$ cat config.mk
export PLATFORM = sky130hd
export DESIGN_NAME = seq_detector_param_flat
export DESIGN_NICKNAME = d
export VERILOG_FILES = /design/src/rtl/seq_det_pkg.sv /design/src/rtl/seq_detector_param_if.sv /design/src/rtl/seq_detector_param_sat_counter.sv /design/src/rtl/seq_detector_param.sv /design/src/flat_wrapper.sv
export SDC_FILE = /design/constraint.sdc
export NUM_CORES = 1
export LEC_CHECK = 0
export ABC_AREA = 1
export CAP_MARGIN = 5
export CORE_ASPECT_RATIO = 1.1
export CORE_MARGIN = 2
export CORE_UTILIZATION = 37
export DETAILED_ROUTE_END_ITERATION = 7
export PLACE_DENSITY = 0.71
export SYNTH_ARGS = -nofsm -noshare
export SYNTH_HDL_FRONTEND = slang
export SYNTH_SLANG_ARGS = --single-unit
$ cat constraint.sdc
create_clock -name CLK -period 2.9 [get_ports CLK]
set_clock_uncertainty 0.1 [all_clocks]
set_input_delay 0.87 -clock CLK [delete_from_list [all_inputs] [get_ports CLK]]
set_output_delay 0.87 -clock CLK [all_outputs]
set_load 0.05 [all_outputs]
$ cat src/rtl/seq_det_pkg.sv
// seq_det_pkg: shared definitions for the parametrised sequence detector.
//   STATE_W  width of the Current_State encoding
//   state_e  S_IDLE=0, S_FILL=1, S_ARMED=2, S_HIT=3
package seq_det_pkg;

    localparam int unsigned STATE_W = 2;

    typedef enum logic [STATE_W-1:0] {
        S_IDLE  = 2'd0,
        S_FILL  = 2'd1,
        S_ARMED = 2'd2,
        S_HIT   = 2'd3
    } state_e;

endpackage

$ cat src/rtl/seq_detector_param_if.sv
// seq_detector_param_if: groups the detector's control, serial data and status signals.
//   master modport: drives Clear/In_Valid/Input/Pattern/Overlap, observes status.
//   slave modport : the detector side.
//   Status: Output (match pulse), Match_Count, Fill, Current_State.
interface seq_detector_param_if #(
    parameter int unsigned PAT_W = 4,
    parameter int unsigned CNT_W = 8
);
    import seq_det_pkg::*;

    localparam int unsigned FILL_W = $clog2(PAT_W + 1);

    logic               Clear;
    logic               In_Valid;
    logic               Input;
    logic [PAT_W-1:0]   Pattern;
    logic               Overlap;
    logic               Output;
    logic [CNT_W-1:0]   Match_Count;
    logic [FILL_W-1:0]  Fill;
    logic [STATE_W-1:0] Current_State;

    modport master (
        output Clear, In_Valid, Input, Pattern, Overlap,
        input  Output, Match_Count, Fill, Current_State
    );

    modport slave (
        input  Clear, In_Valid, Input, Pattern, Overlap,
        output Output, Match_Count, Fill, Current_State
    );

endinterface

$ cat src/rtl/seq_detector_param_sat_counter.sv
// sat_counter: W-bit up counter that holds at all-ones.
//   clk, rst : clock, asynchronous active-high reset
//   inc      : count one event this edge
//   clr      : synchronous clear, wins over inc
//   count    : current value
module sat_counter #(
    parameter int unsigned W = 8
) (
    input  logic         clk,
    input  logic         rst,
    input  logic         inc,
    input  logic         clr,
    output logic [W-1:0] count
);

    logic [W-1:0] count_q, count_d;

    always_comb begin
        count_d = count_q;
        if (clr) begin
            count_d = '0;
        end else if (inc && (count_q != {W{1'b1}})) begin
            count_d = count_q + W'(1);
        end
    end

    always_ff @(posedge clk or posedge rst) begin
        if (rst) begin
            count_q <= '0;
        end else begin
            count_q <= count_d;
        end
    end

    assign count = count_q;

endmodule

$ cat src/rtl/seq_detector_param.sv
// seq_detector_param: run-time programmable serial pattern detector.
//   CLK, Reset : clock, asynchronous active-high reset
//   bus (slave): Clear, In_Valid, Input, Pattern, Overlap in;
//                Output (1-cycle match pulse), Match_Count, Fill, Current_State out.
// Pattern[PAT_W-1] is the oldest bit of the window, Pattern[0] the newest.
module seq_detector_param
    import seq_det_pkg::*;
#(
    parameter int unsigned PAT_W = 4,
    parameter int unsigned CNT_W = 8
) (
    input logic               CLK,
    input logic               Reset,
    seq_detector_param_if.slave bus
);

    localparam int unsigned       FILL_W   = $clog2(PAT_W + 1);
    localparam logic [FILL_W-1:0] FILL_MAX = FILL_W'(PAT_W);

    logic [PAT_W-1:0]  hist_q, hist_d, hist_n;
    logic [FILL_W-1:0] fill_q, fill_d, fill_n;
    state_e            state_q, state_d;
    logic              hit;
    logic [CNT_W-1:0]  match_count;

    always_comb begin
        hist_n  = {hist_q[PAT_W-2:0], bus.Input};
        fill_n  = (fill_q >= FILL_MAX) ? FILL_MAX : fill_q + FILL_W'(1);
        hit     = 1'b0;
        hist_d  = hist_q;
        fill_d  = fill_q;
        state_d = state_q;

        if (bus.Clear) begin
            hist_d  = '0;
            fill_d  = '0;
            state_d = S_IDLE;
        end else if (bus.In_Valid) begin
            hit = (fill_n == FILL_MAX) && (hist_n == bus.Pattern);
            if (hit) begin
                state_d = S_HIT;
                if (bus.Overlap) begin
                    hist_d = hist_n;
                    fill_d = fill_n;
                end else begin
                    // Non-overlap: the matched window is consumed entirely.
                    hist_d = '0;
                    fill_d = '0;
                end
            end else begin
                hist_d  = hist_n;
                fill_d  = fill_n;
                state_d = (fill_n == FILL_MAX) ? S_ARMED : S_FILL;
            end
        end else begin
            // Idle edge: only the hit pulse decays, everything else holds.
            case (state_q)
                S_HIT:                  state_d = bus.Overlap ? S_ARMED : S_IDLE;
                S_IDLE, S_FILL, S_ARMED: state_d = state_q;
                default:                state_d = S_IDLE;
            endcase
        end
    end

    always_ff @(posedge CLK or posedge Reset) begin
        if (Reset) begin
            hist_q  <= '0;
            fill_q  <= '0;
            state_q <= S_IDLE;
        end else begin
            hist_q  <= hist_d;
            fill_q  <= fill_d;
            state_q <= state_d;
        end
    end

    sat_counter #(
        .W(CNT_W)
    ) u_match_cnt (
        .clk  (CLK),
        .rst  (Reset),
        .inc  (hit),
        .clr  (bus.Clear),
        .count(match_count)
    );

    assign bus.Output        = (state_q == S_HIT);
    assign bus.Match_Count   = match_count;
    assign bus.Fill          = fill_q;
    assign bus.Current_State = state_q;

endmodule

$ cat src/flat_wrapper.sv
// flat-port wrapper written by rule: the top's interface ports become plain ports
module seq_detector_param_flat import seq_det_pkg::*;
#(
    parameter int unsigned PAT_W = 4,
    parameter int unsigned CNT_W = 8
)
  (CLK, Reset, bus_Clear, bus_In_Valid, bus_Input, bus_Pattern, bus_Overlap, bus_Output, bus_Match_Count, bus_Fill, bus_Current_State);
  seq_detector_param_if #(.PAT_W(PAT_W), .CNT_W(CNT_W)) bus_i ();
  input logic CLK;
  input logic Reset;
  input wire logic [$bits(bus_i.Clear)-1:0] bus_Clear;
  input wire logic [$bits(bus_i.In_Valid)-1:0] bus_In_Valid;
  input wire logic [$bits(bus_i.Input)-1:0] bus_Input;
  input wire logic [$bits(bus_i.Pattern)-1:0] bus_Pattern;
  input wire logic [$bits(bus_i.Overlap)-1:0] bus_Overlap;
  output wire logic [$bits(bus_i.Output)-1:0] bus_Output;
  output wire logic [$bits(bus_i.Match_Count)-1:0] bus_Match_Count;
  output wire logic [$bits(bus_i.Fill)-1:0] bus_Fill;
  output wire logic [$bits(bus_i.Current_State)-1:0] bus_Current_State;
  assign bus_i.Clear = bus_Clear;
  assign bus_i.In_Valid = bus_In_Valid;
  assign bus_i.Input = bus_Input;
  assign bus_i.Pattern = bus_Pattern;
  assign bus_i.Overlap = bus_Overlap;
  assign bus_Output = bus_i.Output;
  assign bus_Match_Count = bus_i.Match_Count;
  assign bus_Fill = bus_i.Fill;
  assign bus_Current_State = bus_i.Current_State;
  seq_detector_param #(.PAT_W(PAT_W), .CNT_W(CNT_W)) u_core (.CLK(CLK), .Reset(Reset), .bus(bus_i));
endmodule
## After elaboration in Yosys (flattened, before gate mapping)

Cells that the tools add are included.

- Register bits after elaboration: 16
- Word-level logic and storage cells: 39
- Input bits: 10

- Reduce and logical (&&, ||, !) cells: 6
- Magnitude comparators: 1
- Multiplexer cells: 19
- Add/subtract/negate cells: 2
- Equal/unequal tests: 7

Operators by type and width:

| operator | count |
|---|---|
| $mux W3 | 9 |
| $mux W8 | 2 |
| $mux W2 | 6 |
| $add A8 B1 Y8 const B | 1 |
| $ne A8 B8 Y1 const B | 1 |
| $eq A2 B2 Y1 const B | 2 |
| $eq A4 B4 Y1 | 1 |
| $reduce_bool A2 Y1 | 2 |
| $add A3 B1 Y3 const B | 1 |
| $eq A3 B3 Y1 const B | 1 |
| $ge A3 B3 Y1 const B | 1 |
| $ne A3 B3 Y1 const B | 1 |
| $reduce_or A3 Y1 | 1 |
| $eq A2 B1 Y1 const B | 1 |
| $logic_and A1 B1 Y1 | 2 |
| $logic_not A2 Y1 | 1 |
| $mux W1 | 2 |

## Logic depth before layout (Yosys ltp)

Gate-level depths: netlist of run 1.

- Depth after elaboration: 9
- Mapped depth: 11
- Mapped depth without buffers: 10

## Cells and area by module

Synthesis of run 1 repeated with hierarchy kept, for this count alone.

- Cell total of the unflattened synthesis: 147
- Area, all modules: 1054.8 sq um

Modules (own cells, without submodules):

| module | times used | area an instance (sq um) | cells each | sequential area each (sq um) |
|---|---|---|---|---|
| seq_detector_param | 1 | 548.0 | 78 | 200.2 |
| sat_counter | 1 | 506.7 | 69 | 200.2 |

## Worst setup path after synthesis of run 1

No wires, ideal clock.

- Kind: reg2out
- Start point: register u_core.state_q[1] (netlist: u_core.bus.Current_State[1])
- End point: output port bus_Output
- Arrival: 1.074 ns
- Buffers on the path: 0
- Stages on the path, launching flop included: 3
- Data required time: 1.930 ns
- Setup slack: 0.856 ns
- Path through: dfrtp_1 > nand2_1 > inv_1

- Cells in the longest elaborated chain, start to end: 1

Ends and longest elaborated chain:

| what | RTL line | source |
|---|---|---|
| from (decl) | seq_detector_param.sv:22 | `state_e state_q, state_d;` |
| from (signal assigned) | seq_detector_param.sv:73 | `state_q <= state_d;` |
| $eq A2 B2 Y1 | seq_detector_param.sv:87 | `assign bus.Output = (state_q == S_HIT);` |
| to (decl) | flat_wrapper.sv:16 | `output wire logic [$bits(bus_i.Output)-1:0] bus_Output;` |

Every way passes these cells.

## Worst setup path after layout of run 1

- Start point: register u_core.state_q[0] (netlist: u_core.bus.Current_State[0])
- End point: output port bus_Output

The elaborated chain is that of the path after synthesis.

==> results of run 1 <==
power by group through the flow:
stage / clock network (W) / logic [W] / registers [W]
5_1_grt: 0.000133 / 0.0000983 / 0.000236
6_report: 0.000121 / 0.0000888 / 0.000235
4_1_cts: 0.000124 / 0.0000895 / 0.000235
2_1_floorplan: 0 / 0.0000397 / 0.000254
3_3_place_gp: 0 / 0.0000866 / 0.000239
3_5_place_dp: 0 / 0.0000891 / 0.000239
routing by layer:
metal  up-vias  track usage  share of wire
met5         -            0              0
met4         0       0.0964          0.026
met3         7       0.0100          0.039
met2        29        0.279           0.48
met1       473        0.220           0.46
li1        536            -              -
cells in the mapped netlist:
cell | number | area (um^2)
nand2_1 | 48 | 180
inv_1 | 30 | 113
nor2_1 | 18 | 67.6
dfrtp_1 | 16 | 400
nand3_1 | 11 | 55.1
o21ai_0 | 7 | 35.0
nand4_1 | 6 | 37.5
ha_1 | 3 | 37.5
inv_2 | 3 | 11.3
a21oi_1 | 2 | 10.0
nor2_2 | 2 | 12.5
a21oi_2 | 1 | 8.76
a22oi_1 | 1 | 7.51
a31oi_1 | 1 | 6.26
buf_4 | 1 | 7.51
buf_6 | 1 | 11.3
nand2_2 | 1 | 6.26
nand3_2 | 1 | 10.0
nor2_4 | 1 | 11.3
nor3_1 | 1 | 5.00
o211ai_1 | 1 | 7.51
xnor2_1 | 1 | 8.76
worst min-delay path, cell delays in order (launching register included):
cell	delay, ps
dfrtp_1	390
nand3_1	80
nand2_1	60
kinds of logic (layout without fill, tap and decap cells):
| kind of cell | after synthesis | count (layout) | share of synthesized area |
|---|---|---|---|
| AO/OA/AOI/OAI | 13 | 13 | 0.0715 |
| XOR/XNOR | 1 | 1 | 0.00834 |
| adder cells (fa/ha/maj) | 3 | 3 | 0.0358 |
| buffers and inverters | 35 | 60 | 0.136 |
| flip-flops | 16 | 16 | 0.381 |
| AND/OR/NAND/NOR | 89 | 89 | 0.367 |
state kept, by name, indices dropped and copies added (netlist names):
| name | cells |
|---|---|
| u_core.bus.Current_State | 2 |
| u_core.bus.Fill | 3 |
| u_core.hist_q | 3 |
| u_core.u_match_cnt.count | 8 |
through the flow:
| step | setup WS (ps) | instance area [um^2] | cells | hold WS (ps) | total power [W] |
|---|---|---|---|---|---|
| after floorplan | 856 | 1050 | 157 | 428 | 0.000294 |
| after global placement | 348 | 1310 | 212 | 422 | 0.000325 |
| after detailed placement | 288 | 1310 | 212 | 418 | 0.000328 |
| after CTS | 332 | 1330 | 215 | 456 | 0.000448 |
| after global routing | 261 | 1330 | 215 | 525 | 0.000467 |
| final | 324 | 1330 | 215 | 459 | 0.000445 |
worst min path at each step:
stage / cells past startpoint / end / start
2_1_floorplan: 2 / u_core.hist_q[2] / u_core.hist_q[2]
3_3_place_gp: 2 / u_core.bus.Current_State[0] / u_core.bus.Current_State[0]
3_5_place_dp: 2 / u_core.bus.Current_State[0] / u_core.bus.Current_State[0]
4_1_cts: 2 / u_core.bus.Current_State[0] / u_core.bus.Current_State[0]
5_1_grt: 2 / u_core.bus.Current_State[0] / u_core.bus.Current_State[0]
6_report: 2 / u_core.bus.Current_State[0] / u_core.bus.Current_State[0]
layout make-up:
class	instances	area (um^2)
clock buffers	3	22.5
fillers	284	1400
inverters	33	124
multi-input cells	106	507
flip-flops and latches	16	400
well taps	33	41.3
repair buffers	24	238
==> flow_metrics.tcl, run 1 <==
set metrics [dict create \
    setup_viol 0 \
    p_comb_frac 0.200 \
    syn_nets 170 \
    outcome "finished, final reports clean" \
    grt_antenna_before_repair 0 \
    end_kind "output pin" \
    cts_buffers 3 \
    ctsResizeCount 0 \
    final_util 0.489 \
    ir_worst_vdd_mv 0.205 \
    worstPathRequired_ps 1930 \
    crit_chain "nand2_1, inv_1, clkdlybuf4s50_1" \
    io_buffer_count 23 \
    rows 20 \
    crit_end "bus_Output" \
    cts_root_buffer "clkbuf_4" \
    reg2reg_depth 8 \
    seq_area_frac_synth 0.381 \
    cp.depth 3 \
    num-nets-final 197 \
    power_frac_clock 0.272 \
    cts_max_path_buffers 2 \
    yosys_warnings 0 \
    crit_family "buffers and inverters" \
    hold_violations 0 \
    final_common_cell "nand2_1" \
    critPathMaxStageDelay_ps 790 \
    firstDrtPassIters 5 \
    p_leak_nw 0.650 \
    drt_iter0_drc 34 \
    worstPathArrival_ps 1610 \
    p_int_w 0.000310 \
    grt_setup_unrepaired "false" \
    relSlewSlack 0.577 \
    slew_viol_final 0 \
    coreArea_mm2 0.00273 \
    dpl.hpwl_um 1770 \
    vias 1045 \
    timing.rr.end "u_core.bus.Fill[2]" \
    grt.total_usage 0.171 \
    place.gp.congestion 0.775 \
    fmax_ghz 0.388 \
    cts-htree-levels 1 \
    swShare 0.303 \
    worstMarginPinSlew_ps 633 \
    drc 0 \
    die_h_um 59.9 \
    rr_startpoint "u_core.bus.Fill[0]" \
    setup_tns_ps 0 \
    reg2reg_slack_ps 970 \
    fin_crit_ps 2580 \
    avgSynthCellArea_um2 6.69 \
    viasPerCell 4.86 \
    cts.sinks 16 \
    cts_tree "done" \
    grt_pass1_vias 986 \
    wl_um 2330 \
    grt_overflow 0 \
    die_area_mm2 0.00328 \
    wl_per_cell_um 10.8 \
    cts_setup_buffers 0 \
    critical_path_class "reg -> out" \
    io_pins 24 \
    ys_types 22 \
    grt_max_degree 17 \
    critPathSlowestCell "clkdlybuf4s50_1" \
    grt_pass1_wl_um 4150 \
    critPathBufInv 2 \
    clock_latency_ps 290 \
    startpoint "u_core.bus.Current_State[0]" \
    maxCapViolCount 0 \
    netlist_instances 157 \
    seq_power_share 0.528 \
    cp-start-kind "flip-flop" \
    ant_nets 0 \
    start_util 0.385 \
    cts-hold-fix-buffers 0 \
    p_sw_w 0.000135 \
    min_path_type "reg -> reg" \
    worstPathMaxFanout 3 \
    drive_above_1_share 0.0714 \
    finalCritPeriodShare 0.888 \
    ys_ff_latch 16 \
    cts.clk_slew.worst_paths_ps 90 \
    power_density_mw_per_mm2 334 \
    die_x_um 54.8 \
    final_cell_mix "nand2_1 (48), inv_1 (30), clkdlybuf4s50_1 (23)" \
    syn_to_final_growth_pct 26.9 \
    antennaDiodeCount 0 \
    syn_area_mm2 0.00105 \
]
(Power assumes the default switching activity.)
==> inputs of run 2 (changes only) <==
--- a/config.mk
+++ b/config.mk
@@ -10,6 +10,7 @@
 export CORE_ASPECT_RATIO = 1.1
 export CORE_MARGIN = 2
 export CORE_UTILIZATION = 37
+export CTS_CLUSTER_DIAMETER = 150
 export DETAILED_ROUTE_END_ITERATION = 7
 export PLACE_DENSITY = 0.71
 export SYNTH_ARGS = -nofsm -noshare
==> results of run 2 <==
Same layout as run 1: the final DEF is identical, and so are final timing and power.
==> inputs of run 3 (changes only) <==
--- a/config.mk
+++ b/config.mk
@@ -12,7 +12,7 @@
 export CORE_UTILIZATION = 37
 export CTS_CLUSTER_DIAMETER = 150
 export DETAILED_ROUTE_END_ITERATION = 7
-export PLACE_DENSITY = 0.71
+export PLACE_DENSITY = 0.68
 export SYNTH_ARGS = -nofsm -noshare
 export SYNTH_HDL_FRONTEND = slang
 export SYNTH_SLANG_ARGS = --single-unit
==> constraint.sdc (replaced) <==
create_clock -name CLK -period 2.6 [get_ports CLK]
set_clock_uncertainty 0.1 [all_clocks]
set_input_delay 0.78 -clock CLK [delete_from_list [all_inputs] [get_ports CLK]]
set_output_delay 0.78 -clock CLK [all_outputs]
set_load 0.05 [all_outputs]
==> flow_metrics.tcl, run 3 (synthesis gave the netlist of run 1 again) <==
set metrics [dict create \
    place.gp.congestion 0.841 \
    cts.sinks 16 \
    grt_max_degree 17 \
    io_pins 24 \
    grt_overflow 0 \
    hold_violations 0 \
    worstMarginPinSlew_ps 597 \
    p_int_w 0.000378 \
    power_density_mw_per_mm2 388 \
    num-nets-final 198 \
    ant_nets 0 \
    finalCritPeriodShare 0.954 \
    cts-htree-levels 1 \
    wl_per_cell_um 10.2 \
    io_buffer_count 23 \
    drive_above_1_share 0.0815 \
    cts_setup_buffers 0 \
    fin_crit_ps 2480 \
    final_util 0.501 \
    p_leak_nw 0.665 \
    start_util 0.385 \
    cts_root_buffer "clkbuf_4" \
    maxCapViolCount 0 \
    p_sw_w 0.000153 \
    ctsResizeCount 0 \
    vias 1019 \
    grt.total_usage 0.165 \
    coreArea_mm2 0.00273 \
    critical_path_class "reg -> out" \
    die_h_um 59.9 \
    worstPathRequired_ps 1720 \
    grt_antenna_before_repair 0 \
    placed_cell_area_mm2 0.00133 \
    firstDrtPassIters 4 \
    final_common_cell "nand2_1" \
    cts-hold-fix-buffers 0 \
    outcome "finished, final reports clean" \
    grt_setup_unrepaired "false" \
    cts.clk_slew.worst_paths_ps 90 \
    power_frac_clock 0.320 \
    relSlewSlack 0.602 \
    worstPathArrival_ps 1600 \
    rows 20 \
    fmax_ghz 0.403 \
    cts_tree "done" \
    die_x_um 54.8 \
    worstPathMaxFanout 3 \
    syn_to_final_growth_pct 30.2 \
    setup_viol 0 \
    min_path_type "reg -> reg" \
    slew_viol_final 0 \
    p_comb_frac 0.186 \
    grt_pass1_wl_um 4000 \
    swShare 0.288 \
    largest_register_ff_count 8 \
    dpl.hpwl_um 1740 \
    drt_iter0_drc 15 \
    drc 0 \
    grt_pass1_vias 1022 \
    cp-start-kind "flip-flop" \
    wl_um 2220 \
    final_cell_mix "nand2_1 (48), inv_1 (30), clkdlybuf4s50_1 (23)" \
    end_kind "output pin" \
    antennaDiodeCount 0 \
    cts_buffers 3 \
    seq_power_share 0.494 \
    ir_worst_vdd_mv 0.211 \
    clock_latency_ps 300 \
    cts_max_path_buffers 2 \
    stdcell_area_mm2 0.00137 \
    setup_tns_ps 0 \
    viasPerCell 4.70 \
    num-fill-cells 266 \
    die_area_mm2 0.00328 \
]
[run 3: area by class of cell]
cell class / instances / area [um^2] / area share
repair buffers: 25 / 258 / 0.189
inverters: 33 / 124 / 0.0907
clock buffers: 4 / 36.3 / 0.0266
multi-input cells: 106 / 507 / 0.371
flip-flops and latches: 16 / 400 / 0.293
well taps: 33 / 41.3 / 0.0302
[run 3: path summary, 6_finish.rpt]
check,startpoint,to,slack [ps],cells past startpoint
min reg2reg,u_core.bus.Current_State[0],u_core.bus.Current_State[0],450,2
min,u_core.bus.Current_State[0],u_core.bus.Current_State[0],450,2
max,u_core.bus.Current_State[1],bus_Output,120,3
max in group asynchronous,Reset,u_core.hist_q[2],1270,2
min in group asynchronous,Reset,u_core.hist_q[0],740,2
max reg2reg,u_core.bus.Fill[0],u_core.u_match_cnt.count[0],830,8
[run 3: routing by layer]
layer | vias to the layer above | track usage | share of wire
met1 | 456 | 0.227 | 0.48
met2 | 22 | 0.243 | 0.46
met4 | 0 | 0.0929 | 0.024
li1 | 536 | - | -
met3 | 5 | 0.0250 | 0.037
met5 | - | 0 | 0
[run 3: power groups by stage]
| stage | logic (W) | clock network, W | registers, W |
|---|---|---|---|
| floorplan | 0.0000443 | 0 | 0.000283 |
| global placement | 0.0000971 | 0 | 0.000266 |
| detailed placement | 0.0000992 | 0 | 0.000267 |
| CTS | 0.000100 | 0.000174 | 0.000262 |
| global route | 0.000110 | 0.000186 | 0.000263 |
| finish | 0.0000985 | 0.000170 | 0.000262 |
[run 3: critical path, stage by stage (launching register included)]
cell	delay (ps)
dfrtp_1	390
nand2_1	70
inv_1	50
clkdlybuf4s50_1	790
[run 3: stage by stage]
stage / setup slack (ps) / total power (W) / std cells / hold slack, ps
floorplan: 608 / 0.000328 / 157 / 428
finish: 119 / 0.000530 / 217 / 450
CTS: 108 / 0.000536 / 217 / 451
detailed placement: 247 / 0.000366 / 213 / 414
global placement: 301 / 0.000363 / 213 / 427
global route: 47.5 / 0.000559 / 217 / 504
